==> config.mk <==
export PLATFORM = sky130hd
export DESIGN_NAME = sdram_host_bridge
export DESIGN_NICKNAME = d
export VERILOG_FILES = /design/src/rtl/sdram_bridge_pkg.sv /design/src/rtl/sdram_wr_fifo.sv /design/src/rtl/sdram_host_bridge.sv
export SDC_FILE = /design/constraint.sdc
export NUM_CORES = 1
export LEC_CHECK = 0
export BUFFER_PORTS_ARGS = -buffer_cell sky130_fd_sc_hd__buf_2
export CAP_MARGIN = 20
export CORE_MARGIN = 2
export CORE_UTILIZATION = 60
export DETAILED_ROUTE_END_ITERATION = 16
export PLACE_DENSITY = 0.82
export SETUP_SLACK_MARGIN = 0.5
export SLEW_MARGIN = 20
export SYNTH_ARGS = -nofsm -noshare
export SYNTH_HDL_FRONTEND = slang
export SYNTH_SLANG_ARGS = --single-unit
==> constraint.sdc <==
create_clock -name clk -period 7.1 [get_ports clk]
set_clock_uncertainty 0.05 [all_clocks]
set_input_delay 0.355 -clock clk [delete_from_list [all_inputs] [get_ports clk]]
set_output_delay 0.355 -clock clk [all_outputs]
set_load 0.005 [all_outputs]
==> src/rtl/sdram_bridge_pkg.sv <==
// Shared types for the SDRAM host bridge: address width, FSM states and the
// posted-write FIFO entry layout.
package sdram_bridge_pkg;

    localparam int unsigned ADDR_W = 25;
    localparam int unsigned DATA_W = 8;

    typedef enum logic [2:0] {
        ST_IDLE,
        ST_WR_WAIT,
        ST_RD_REQ,
        ST_RD_WAIT,
        ST_GAP
    } state_t;

    typedef struct packed {
        logic [ADDR_W-1:0] addr;
        logic [DATA_W-1:0] data;
    } wr_entry_t;

endpackage

==> src/rtl/sdram_wr_fifo.sv <==
// Posted-write FIFO of {addr,data}; power-of-two depth so the pointers wrap
// naturally, with a separate occupancy count for the full/empty decision.
module sdram_wr_fifo
    import sdram_bridge_pkg::*;
#(
    parameter int unsigned FIFO_DEPTH = 4,
    localparam int unsigned PTR_W = $clog2(FIFO_DEPTH)
) (
    input  logic            clk,
    input  logic            reset,
    input  logic            push,
    input  wr_entry_t       push_data,
    input  logic            pop,
    output wr_entry_t       head,
    output logic [PTR_W:0]  count,
    output logic            full
);

    wr_entry_t        mem_q [FIFO_DEPTH];
    logic [PTR_W-1:0] wr_ptr_q;
    logic [PTR_W-1:0] rd_ptr_q;
    logic [PTR_W:0]   count_q;
    logic             do_push;
    logic             do_pop;

    assign full    = (count_q == (PTR_W+1)'(FIFO_DEPTH));
    assign do_push = push && !full;
    assign do_pop  = pop && (count_q != '0);
    assign head    = mem_q[rd_ptr_q];
    assign count   = count_q;

    always_ff @(posedge clk) begin
        if (do_push) begin
            mem_q[wr_ptr_q] <= push_data;
        end
    end

    always_ff @(posedge clk) begin
        if (reset) begin
            wr_ptr_q <= '0;
            rd_ptr_q <= '0;
            count_q  <= '0;
        end else begin
            if (do_push) begin
                wr_ptr_q <= wr_ptr_q + 1'b1;
            end
            if (do_pop) begin
                rd_ptr_q <= rd_ptr_q + 1'b1;
            end
            case ({do_push, do_pop})
                2'b10:   count_q <= count_q + 1'b1;
                2'b01:   count_q <= count_q - 1'b1;
                default: count_q <= count_q;
            endcase
        end
    end

endmodule

==> src/rtl/sdram_host_bridge.sv <==
// Host-side bridge to the toggle-handshake SDRAM controller: posted writes
// through a FIFO, single outstanding read with a one-entry read cache.
module sdram_host_bridge
    import sdram_bridge_pkg::*;
#(
    parameter int unsigned FIFO_DEPTH = 4,
    parameter int unsigned RD_GAP     = 8
) (
    input  logic              clk,
    input  logic              reset,
    input  logic              wr_req,
    input  logic [ADDR_W-1:0] wr_addr,
    input  logic [DATA_W-1:0] wr_data,
    output logic              wr_full,
    input  logic              rd_req,
    input  logic [ADDR_W-1:0] rd_addr,
    output logic              rd_busy,
    output logic              rd_valid,
    output logic [DATA_W-1:0] rd_data,
    output logic [ADDR_W-1:0] sd_waddr,
    output logic [DATA_W-1:0] sd_din,
    output logic              sd_we,
    input  logic              sd_we_ack,
    output logic [ADDR_W-1:0] sd_raddr,
    output logic              sd_rd,
    input  logic              sd_rd_rdy,
    input  logic [DATA_W-1:0] sd_dout
);

    localparam int unsigned PTR_W = $clog2(FIFO_DEPTH);
    localparam int unsigned GAP_W = (RD_GAP < 1) ? 1 : $clog2(RD_GAP + 1);

    state_t            state_q;
    logic              rd_busy_q;
    logic              rd_valid_q;
    logic [DATA_W-1:0] rd_data_q;
    logic [ADDR_W-1:0] rd_addr_q;
    logic [ADDR_W-1:0] sd_waddr_q;
    logic [DATA_W-1:0] sd_din_q;
    logic              sd_we_q;
    logic [ADDR_W-1:0] sd_raddr_q;
    logic              sd_rd_q;
    logic              cache_valid_q;
    logic [ADDR_W-1:0] cache_addr_q;
    logic [DATA_W-1:0] cache_data_q;
    logic [GAP_W-1:0]  gap_q;
    logic              boot_gap_q;

    wr_entry_t         fifo_push_data;
    wr_entry_t         fifo_head;
    logic [PTR_W:0]    fifo_count;
    logic              fifo_full;
    logic              fifo_push;
    logic              fifo_pop;
    logic              fifo_empty;
    logic              cache_hit;
    logic              push_hits_cache;
    logic              push_hits_fill;

    assign fifo_empty      = (fifo_count == '0);
    assign fifo_push       = wr_req && !fifo_full;
    assign fifo_pop        = (state_q == ST_IDLE) && !fifo_empty;
    assign fifo_push_data  = '{addr: wr_addr, data: wr_data};
    assign cache_hit       = cache_valid_q && (cache_addr_q == rd_addr_q);
    assign push_hits_cache = fifo_push && (wr_addr == cache_addr_q);
    assign push_hits_fill  = fifo_push && (wr_addr == rd_addr_q);

    sdram_wr_fifo #(
        .FIFO_DEPTH (FIFO_DEPTH)
    ) u_fifo (
        .clk       (clk),
        .reset     (reset),
        .push      (fifo_push),
        .push_data (fifo_push_data),
        .pop       (fifo_pop),
        .head      (fifo_head),
        .count     (fifo_count),
        .full      (fifo_full)
    );

    always_ff @(posedge clk) begin
        if (reset) begin
            state_q       <= ST_IDLE;
            rd_busy_q     <= 1'b0;
            rd_valid_q    <= 1'b0;
            rd_data_q     <= '0;
            rd_addr_q     <= '0;
            sd_waddr_q    <= '0;
            sd_din_q      <= '0;
            // Track the controller's toggle so an interrupted write is not replayed.
            sd_we_q       <= sd_we_ack;
            sd_raddr_q    <= '0;
            sd_rd_q       <= 1'b0;
            cache_valid_q <= 1'b0;
            cache_addr_q  <= '0;
            cache_data_q  <= '0;
            gap_q         <= '0;
            boot_gap_q    <= 1'b1;
        end else begin
            rd_valid_q <= 1'b0;

            if (rd_req && !rd_busy_q) begin
                rd_addr_q <= rd_addr;
                rd_busy_q <= 1'b1;
            end

            if (push_hits_cache) begin
                cache_valid_q <= 1'b0;
            end

            case (state_q)
                ST_IDLE: begin
                    if (!fifo_empty) begin
                        sd_waddr_q <= fifo_head.addr;
                        sd_din_q   <= fifo_head.data;
                        sd_we_q    <= ~sd_we_q;
                        state_q    <= ST_WR_WAIT;
                    end else if (rd_busy_q) begin
                        if (cache_hit) begin
                            rd_data_q  <= cache_data_q;
                            rd_valid_q <= 1'b1;
                            rd_busy_q  <= 1'b0;
                        end else if (boot_gap_q) begin
                            // A read aborted by reset may still be in flight at the controller.
                            boot_gap_q <= 1'b0;
                            gap_q      <= GAP_W'(RD_GAP);
                            state_q    <= ST_GAP;
                        end else begin
                            sd_raddr_q <= rd_addr_q;
                            sd_rd_q    <= 1'b1;
                            state_q    <= ST_RD_REQ;
                        end
                    end
                end
                ST_WR_WAIT: begin
                    if (sd_we_ack == sd_we_q) begin
                        state_q <= ST_IDLE;
                    end
                end
                ST_RD_REQ: begin
                    if (!sd_rd_rdy) begin
                        sd_rd_q <= 1'b0;
                        state_q <= ST_RD_WAIT;
                    end
                end
                ST_RD_WAIT: begin
                    if (sd_rd_rdy) begin
                        rd_data_q     <= sd_dout;
                        cache_data_q  <= sd_dout;
                        cache_addr_q  <= rd_addr_q;
                        // A write to the same address queued this cycle makes the fill stale.
                        cache_valid_q <= !push_hits_fill;
                        rd_valid_q    <= 1'b1;
                        rd_busy_q     <= 1'b0;
                        gap_q         <= GAP_W'(RD_GAP);
                        state_q       <= ST_GAP;
                    end
                end
                ST_GAP: begin
                    if (gap_q <= GAP_W'(1)) begin
                        state_q <= ST_IDLE;
                    end else begin
                        gap_q <= gap_q - 1'b1;
                    end
                end
                default: state_q <= ST_IDLE;
            endcase
        end
    end

    assign wr_full  = fifo_full;
    assign rd_busy  = rd_busy_q;
    assign rd_valid = rd_valid_q;
    assign rd_data  = rd_data_q;
    assign sd_waddr = sd_waddr_q;
    assign sd_din   = sd_din_q;
    assign sd_we    = sd_we_q;
    assign sd_raddr = sd_raddr_q;
    assign sd_rd    = sd_rd_q;

endmodule

==> results_dict.tcl, run 1 <==
set metrics [dict create \
    yosys_warnings 0 \
    dieArea_sq_mm 0.0196 \
    synth_common_cells "194 x nand2_1, 143 x dfxtp_1, 133 x edfxtp_1, 96 x a21oi_1, 52 x nor2_1" \
    yosysMostFrequentCell "nand2_1" \
    synth_top_family_by_area "simple AND/OR/NAND/NOR gates" \
    relSlewSlack 0.248 \
    clock_path_buffers 3 \
    grt.total_usage 0.251 \
    crit_buf_inv 3 \
    fmax_ghz 0.328 \
    wl_met1_mm 10.3 \
    htree_levels 1 \
    synth_edf_count 133 \
    fin_nets 1142 \
    critPathTopFamily "buffers and inverters" \
    yosysSeqAreaShare 0.618 \
    timing.final.crit_period_ns 3.05 \
    drt-initial-drc-count 560 \
    grt_pass1_vias 7345 \
    synth.mux.area_fraction 0.0977 \
    grt_pass1_wl_mm 38.8 \
    syn-instance-count 921 \
    p_leak_uw 0.00479 \
    async_reset_ff_frac 0 \
    synth_top_cell_by_area "edfxtp_1" \
    drt-total-wl_mm 24.7 \
    tns_ns 0 \
    gp_congestion 0.884 \
    hold_viol_final 0 \
    cts_setup_buffers 0 \
    setup_viol 0 \
    vias_per_cell 5.73 \
    antenna_found_initial 0 \
    hp-class "input pin to flop" \
    status "complete, no violations" \
    power_uw 4250 \
    core-area_sq_mm 0.0180 \
    port_buffers 142 \
    synth_top_area_share 0.360 \
    cpMaxStageDelayCell "inv_2" \
    met3_length_mm 1.76 \
    drv_cap 0 \
    numCtsBuffers 28 \
    grt_max_degree 94 \
    clock-root-buffer "clkbuf_16" \
    drive_gt1_frac 0.228 \
    synth_seq_cells 276 \
    clk_latency_ns 0.53 \
    power_density_mw_per_mm2 329 \
    fp-row-count 49 \
    num_antenna_cells 0 \
    cts_tree "done" \
    num_vias 7528 \
    drt-wirelength-per-cell_microns 18.8 \
    dpl.hpwl_mm 16.0 \
    io-pin-count 143 \
    synth_adder_area_share 0.00970 \
    required_ns 7.51 \
    drtAntennaViolNets 0 \
    layout_worst_path_cycle_share 0.429 \
    synth-compound-area-share 0.0644 \
    synth-simple-area-share 0.119 \
    clkTransAtPathRegs_ns 0.06 \
    crit_path_max_fanout 36 \
    initial_core_util 0.615 \
    start_kind "flop" \
    ys_top_cells_by_area "edfxtp_1 36%, dfxtp_1 26%, mux4_2 6.7%, nand2_1 6.6%, a21oi_1 4.3%" \
    drc 0 \
    critical_path_class "flop to flop" \
    endpoint_kind "flop" \
    cts.sinks 276 \
    netlist_area_sq_mm 0.0111 \
    die_width_microns 140 \
    dieHeight_microns 140 \
    area_delta_synth_final_pct 16.5 \
    yosysUniqueCellTypes 49 \
    cp_data_arrival_time_ns 3.46 \
    ir_worst_vdd_mv 0.239 \
    synthFlopType "dfxtp_1" \
    critical_path.max_stage_delay_ns 0.57 \
    syn_nets 1001 \
    rsz0062_at_grt "no" \
    routed-wl-met2_mm 12.1 \
    synth-xor-area-share 0.0640 \
    dr.pass1.iters 5 \
    grt_remaining_overflow 0 \
    avgSynthCellArea_sq_um 12.0 \
    tightest_slew_ns 1.13 \
    top_layer "met4" \
    finalMaxSlewViolations 0 \
    path_cells "nor3_2 -> nand2_1 -> buf_4 -> inv_2 -> ha_1 -> inv_1 -> fa_1 -> xor2_1 -> or3_1 -> a21oi_1" \
]
## stage by stage
stage	instances	worst slack [ns]	utilization	area [sq um]	hold slack, ns
after floorplan	921	4.64	-	11100	0.386
after global placement	1253	4.14	0.662	11900	0.390
after detailed placement	1253	4.06	0.662	11900	0.396
after CTS	1313	4.02	0.717	12900	0.00299
after global routing	1313	3.82	0.717	12900	0.00967
final	1313	4.05	0.717	12900	0.00959
## final cells by class
type,count,area (sq um)
sequential,276,6860
fill,1267,5100
multi-input combinational,583,3950
timing repair buffer,161,876
clock buffer,44,836
tap,229,287
clock inverter,8,68.8
inverter,12,45.0
## sequential cells by signal, summed over array words and instances, names as in the netlist, 4 cells and up
name and count:
cache_addr_q 25, cache_data_q 8, gap_q 4, rd_addr_q 25, rd_data 8, sd_din 8, sd_raddr 25, sd_waddr 25
u_fifo.mem_q 132
## kinds of logic (layout without fill, tap and decap cells)
| group | after synthesis | in the layout |
|---|---|---|
| DFF | 276 | 276 |
| and+or+nand+nor | 306 | 306 |
| muxes | 67 | 67 |
| AOI/OAI and AO/OA | 121 | 121 |
| adders and majority gates | 8 | 8 |
| buffers and inverters | 62 | 225 |
| xor gates and xnor gates | 81 | 81 |
## tightest hold or removal path: stages
cell     delay, ns
buf_2         0.10
nand2_1       0.04
a21oi_1       0.05
## report_power, final
group | switching (uW) | internal, uW
clock | 585 | 843
combinational | 493 | 352
sequential | 106 | 1870
total | 1180 | 3060
## timing repair
| item | CTS | global route |
|---|---|---|
| hold buffers | 8 | 0 |
| resized for setup | 0 | 0 |
| hold endpoints to repair | 32 | 0 |
| setup endpoints to repair | 0 | 0 |
## metal layers
layer  vias to the layer above  GRT usage
met5                         -          0
met4                         0     0.0637
met3                        40     0.0448
met2                       327      0.420
met1                      3651      0.345
li1                       3510          -
## cells in the final DEF, fill, tap and decap left out, types with 15 or more instances in the layout
master | netlist | layout
a21oi_1 | 96 | 96
buf_2 | 6 | 141
clkbuf_16 | 0 | 30
dfxtp_1 | 143 | 142
edfxtp_1 | 133 | 133
mux2i_1 | 34 | 34
mux4_2 | 33 | 33
nand2_1 | 194 | 194
nand4_1 | 15 | 15
nor2_1 | 52 | 52
xnor2_1 | 45 | 45
xor2_1 | 36 | 36
## worst paths after layout
path | from | end | slack (ns) | cells after the start
max | state_q[0]$_SDFFE_PP0P_ | u_fifo.count[2]$_SDFFE_PP0P_ | 4.05 | 10
min reg2reg | sd_waddr[9]$_SDFFE_PP0P_ | sd_waddr[9]$_SDFFE_PP0P_ | 0.40 | 2
min | rd_addr[4] | rd_addr_q[4]$_SDFFE_PP0P_ | 0.01 | 3
max reg2reg | state_q[0]$_SDFFE_PP0P_ | u_fifo.count[2]$_SDFFE_PP0P_ | 4.05 | 10
Power figures use the tool's default switching activity.
==> run 2: changes to the inputs <==
- CORE_UTILIZATION: 60 -> 52
- PLACE_DENSITY: 0.82 -> 0.76
- clock period: 7.1 -> 2.6 ns (I/O delays scaled with it)
==> run 2 against run 1 <==
  * Design area is 7.3% higher
  * Final cell count is 9.9% higher
  * Global-route usage is 1.8 points lower
  * Fmax is 46% higher
  * Combinational power grew to 3.0 times the previous value
  * Critical endpoint unchanged
  * Largest cell class unchanged
  * Highest routed layer is now met5
==> results_dict.tcl, run 2 (synthesis gave the netlist of run 1 again) <==
set metrics [dict create \
    rsz0062_at_grt "yes" \
    final_common_cell "nand2_1" \
    num_antenna_cells 0 \
    power_density_mw_per_mm2 857 \
    antenna_found_initial 1 \
    drv_cap 0 \
    hp-class "input pin to flop" \
    r2r_start "state_q[2]$_SDFFE_PP0P_" \
    area_delta_synth_final_pct 25.0 \
    dp.cells 1315 \
    drtAntennaViolNets 0 \
    regMostFlops "u_fifo.mem_q" \
    dieArea_sq_mm 0.0225 \
    clk_latency_ns 0.53 \
    status "complete, no violations" \
    dr.pass1.iters 5 \
    dieHeight_microns 150 \
    relSlewSlack 0.651 \
    cts_tree "done" \
    grt.total_usage 0.233 \
    tightest_slew_ns 0.523 \
    critical_path.max_stage_delay_ns 0.36 \
    endpoint_kind "flop" \
    htree_levels 1 \
    drt-initial-drc-count 540 \
    dpl.hpwl_mm 16.7 \
    final_cell_mix "193 x nand2_1, 141 x buf_2, 133 x edfxtp_1, 129 x dfxtp_1, 95 x a21oi_1" \
    setup_viol 0 \
    drive_gt1_frac 0.250 \
    largest_reg_flops 132 \
    io-pin-count 143 \
    initial_core_util 0.529 \
    tns_ns 0 \
    drt-wirelength-per-cell_microns 18.1 \
    crit_buf_inv 2 \
    finalMaxSlewViolations 0 \
    layoutNonFillerInstCount 1443 \
    core-area_sq_mm 0.0210 \
    required_ns 3.01 \
    ir_worst_vdd_mv 0.573 \
    grt_remaining_overflow 0 \
    cpMaxStageDelayCell "dfxtp_2" \
    cts.sinks 276 \
    fmax_ghz 0.479 \
    timing.final.crit_period_ns 2.09 \
    num_vias 7800 \
    gp_congestion 0.891 \
    vias_per_cell 5.41 \
    clock-root-buffer "clkbuf_16" \
    numCtsBuffers 27 \
    grt_pass1_wl_mm 40.9 \
    hold_start "wr_req" \
    fillCellCount 1526 \
    clkTransAtPathRegs_ns 0.07 \
    fp-row-count 53 \
    die_width_microns 150 \
    critical_path_class "flop to flop" \
    port_buffers 142 \
    grt_max_degree 80 \
    startpoint "state_q[2]$_SDFFE_PP0P_" \
    whs_ns 0.139 \
    drc 0 \
    start_kind "flop" \
    grt_pass1_vias 7727 \
    hold_viol_final 0 \
    drt-total-wl_mm 26.1 \
    path_cells "nor3_4 -> nand2_2 -> inv_4 -> ha_2 -> inv_1 -> fa_2 -> xor2_1 -> or3_1 -> a21oi_2" \
    clock_path_buffers 3 \
    p_leak_uw 0.00518 \
    critPathTopFamily "simple AND/OR/NAND/NOR gates" \
    fin_util 0.662 \
    layout_worst_path_cycle_share 0.802 \
    cp_data_arrival_time_ns 2.50 \
    fin_nets 1227 \
    crit_path_max_fanout 7 \
]
## run 2: final timing paths
kind                                                        end  slack, ns  cells after the start
worst min register to register        sd_waddr[20]$_SDFFE_PP0P_       0.40                      2
worst min-delay path            u_fifo.wr_ptr_q[1]$_SDFFE_PP0P_       0.14                      5
worst max register to register     u_fifo.count[2]$_SDFFE_PP0P_       0.51                      9
worst max-delay path               u_fifo.count[2]$_SDFFE_PP0P_       0.51                      9
## run 2: area by class of cell
cell class | count | area [sq um] | area share
clock buffer | 35 | 746 | 0.0538
inverter | 12 | 47.5 | 0.00343
multi-input combinational | 583 | 3990 | 0.288
sequential | 276 | 6870 | 0.496
tap | 275 | 344 | 0.0248
timing repair buffer | 247 | 1710 | 0.123
clock inverter | 15 | 156 | 0.0113
## run 2: power by group
part           switching (uW)  total [uW]  internal, uW
Sequential                275        5380          5110
Clock                    1610        3930          2320
Combinational            1430        2560          1130
## run 2: what timing repair did
item	4_1_cts	5_1_grt
hold buffers	73	0
setup endpoints to repair	5	39
buffers inserted	2	3
cloned	0	0
resized for setup	7	20
hold endpoints to repair	196	0
pin swaps	1	5
## run 2: routing by layer
metal	part of all wire	global-route usage
met5	0.00050	0
met2	0.48	0.384
met4	0.016	0.0528
met1	0.43	0.325
met3	0.068	0.0415
## run 2: worst min-delay path, cell delays in order
cell,delay (ns)
buf_2,0.09
nor2b_2,0.16
buf_4,0.17
nand2_1,0.07
a21oi_1,0.05
## run 2: per-stage QoR
stage	setup slack (ns)	total power [uW]	instance area [sq um]
5_1_grt	0.407	12400	13900
3_5_place_dp	0.388	7870	12100
4_1_cts	0.504	11900	13800
2_1_floorplan	0.330	7000	11100
6_report	0.514	11900	13900
3_3_place_gp	0.459	7790	12100
==> run 3: changes to the inputs <==
- CORE_UTILIZATION: 52 -> 57
- PLACE_DENSITY: 0.76 -> 0.79
- clock period: 2.6 -> 2.05 ns (I/O delays scaled with it)
==> run 3 against run 2 <==
  * The run now ends with setup timing left
  * Die area shrank 8.5%
  * Hold slack lost 0.11 ns
  * Utilization grew 13 points
  * Register-to-register slack lost 0.58 ns
  * Global-route usage grew 6.5 points
  * Non-clock buffer count grew 65
  * Combinational power grew 62%
  * Via count grew 13%
  * Fmax shrank 1.3%
  * Final cell count grew 4.1%
  * Design area grew 9.3%
  * Sequential power grew 27%
==> results_dict.tcl, run 3 (synthesis gave the netlist of run 1 again) <==
set metrics [dict create \
    status "finished, violations left" \
    violations "setup timing" \
    grt_max_degree 79 \
    tns_ns -0.547 \
    area_delta_synth_final_pct 36.7 \
    core-area_sq_mm 0.0193 \
    layout_worst_path_cycle_share 1.03 \
    die_width_microns 143 \
    stdcell_area_sq_mm 0.0152 \
    dieArea_sq_mm 0.0206 \
    numCtsBuffers 29 \
    dpl.hpwl_mm 17.6 \
    num_antenna_cells 0 \
    ir_worst_vdd_mv 0.714 \
    final_common_cell "nand2_1" \
    clkTransAtPathRegs_ns 0.06 \
    dieHeight_microns 143 \
    drt-initial-drc-count 974 \
    drt-total-wl_mm 32.6 \
    whs_ns 0.0315 \
    clock_path_buffers 3 \
    timing.final.crit_period_ns 2.11 \
    antenna_found_initial 0 \
    hold_viol_final 0 \
    gp_congestion 0.934 \
    regMostFlops "u_fifo.mem_q" \
    port_buffers 142 \
    htree_levels 1 \
    setup_viol 18 \
    critical_path_class "flop to flop" \
    grt.total_usage 0.298 \
    critical_path.max_stage_delay_ns 0.39 \
    p_leak_uw 0.00576 \
    clock-root-buffer "clkbuf_16" \
    power_density_mw_per_mm2 1070 \
    drc 0 \
    start_kind "flop" \
    crit_path_max_fanout 6 \
    grt_pass1_vias 8576 \
    cpMaxStageDelayCell "nor3_1" \
    grt_remaining_overflow 0 \
    drtAntennaViolNets 0 \
    post-place-ws_ns 0.0408 \
    grt_pass1_wl_mm 46.6 \
    fp-row-count 51 \
    fin_nets 1294 \
    required_ns 2.43 \
    tightest_slew_ns 0.496 \
    relSlewSlack 0.668 \
    finalMaxSlewViolations 0 \
    drive_gt1_frac 0.336 \
    dr.pass1.iters 6 \
    initial_core_util 0.576 \
    clk_latency_ns 0.55 \
    fin_ws_ns -0.0642 \
    hp-class "input pin to flop" \
    fmax_ghz 0.473 \
    drt-wirelength-per-cell_microns 21.7 \
    path_cells "nor3_1 -> nand3_1 -> a211oi_4 -> buf_6 -> buf_12 -> mux2i_2 -> nor2_1" \
    endpoint_kind "flop" \
    placed_area_sq_mm 0.0125 \
    io-pin-count 143 \
    drv_cap 0 \
    rsz0062_at_grt "yes" \
    vias_per_cell 5.89 \
    cts_tree "done" \
    power_uw 16200 \
    cp_data_arrival_time_ns 2.49 \
    largest_reg_flops 132 \
    final_cell_mix "192 x nand2_1, 141 x buf_2, 133 x edfxtp_1, 118 x dfxtp_1, 95 x a21oi_1" \
    cts.sinks 276 \
    num_vias 8846 \
]
## run 3: cell types whose count changed in the layout (fill, tap and decap cells not counted), moves of 6 or more
cell      before  now
buf_12         1   17
buf_4         30   60
buf_6          1   13
clkbuf_1       4   11
dfxtp_1      129  118
dfxtp_2       14   20
nor2_1        52   45
xnor2_1       45   37
xnor2_2        0    8
## run 3: layout make-up
| cell class | count | area, sq um |
|---|---|---|
| Sequential cell | 276 | 6900 |
| Multi-Input combinational cell | 583 | 4290 |
| Fill cell | 1029 | 4110 |
| Timing Repair Buffer | 312 | 2660 |
| Clock buffer | 43 | 808 |
| Tap cell | 265 | 332 |
| Clock inverter | 11 | 123 |
| Inverter | 12 | 47.5 |
## run 3: path summary, 6_finish.rpt
path,cells past startpoint,start,slack (ns),endpoint
hold reg to reg,2,sd_din[5]$_SDFFE_PP0P_,0.40,sd_din[5]$_SDFFE_PP0P_
setup reg to reg,7,u_fifo.count[2]$_SDFFE_PP0P_,-0.06,sd_raddr[2]$_SDFFE_PP0P_
hold / removal,5,wr_req,0.03,u_fifo.wr_ptr_q[1]$_SDFFE_PP0P_
setup / recovery,7,u_fifo.count[2]$_SDFFE_PP0P_,-0.06,sd_raddr[2]$_SDFFE_PP0P_
## run 3: metal layers
| metal | vias to the layer above | wire [microns] | part of all wire | global-route usage |
|---|---|---|---|---|
| met5 | - | 0 | 0 | 0 |
| met4 | 0 | 1250 | 0.038 | 0.0986 |
| met3 | 127 | 2770 | 0.085 | 0.0576 |
| met2 | 555 | 16100 | 0.49 | 0.507 |
| met1 | 4322 | 12500 | 0.38 | 0.387 |
| li1 | 3842 | - | - | - |
## run 3: report_power, final
part	internal (uW)	switching [uW]
clock network	2990	2160
registers	6480	375
logic	1950	2200
## run 3: timing repair
action / CTS / global route
setup endpoints to repair: 216 / 249
hold buffers: 70 / 0
cloned: 8 / 4
gates resized for setup: 45 / 51
pin swaps: 14 / 25
setup buffers: 27 / 13
endpoints found under the hold margin: 195 / 0
## run 3: worst max-delay path, delay by kind of cell, from the launching register on
| family | cells | cell delay, ns |
|---|---|---|
| buffers and inverters | 2 | 0.34 |
| AND/OR/NAND/NOR | 3 | 0.71 |
| flip-flops | 1 | 0.35 |
| AO/OA/AOI/OAI | 1 | 0.32 |
| multiplexers | 1 | 0.22 |
## run 3: metrics by stage
stage | utilization | cells
finish | 0.787 | 1502
global route | 0.787 | 1502
CTS | 0.766 | 1485
detailed placement | 0.647 | 1326
global placement | 0.647 | 1326
floorplan | - | 921
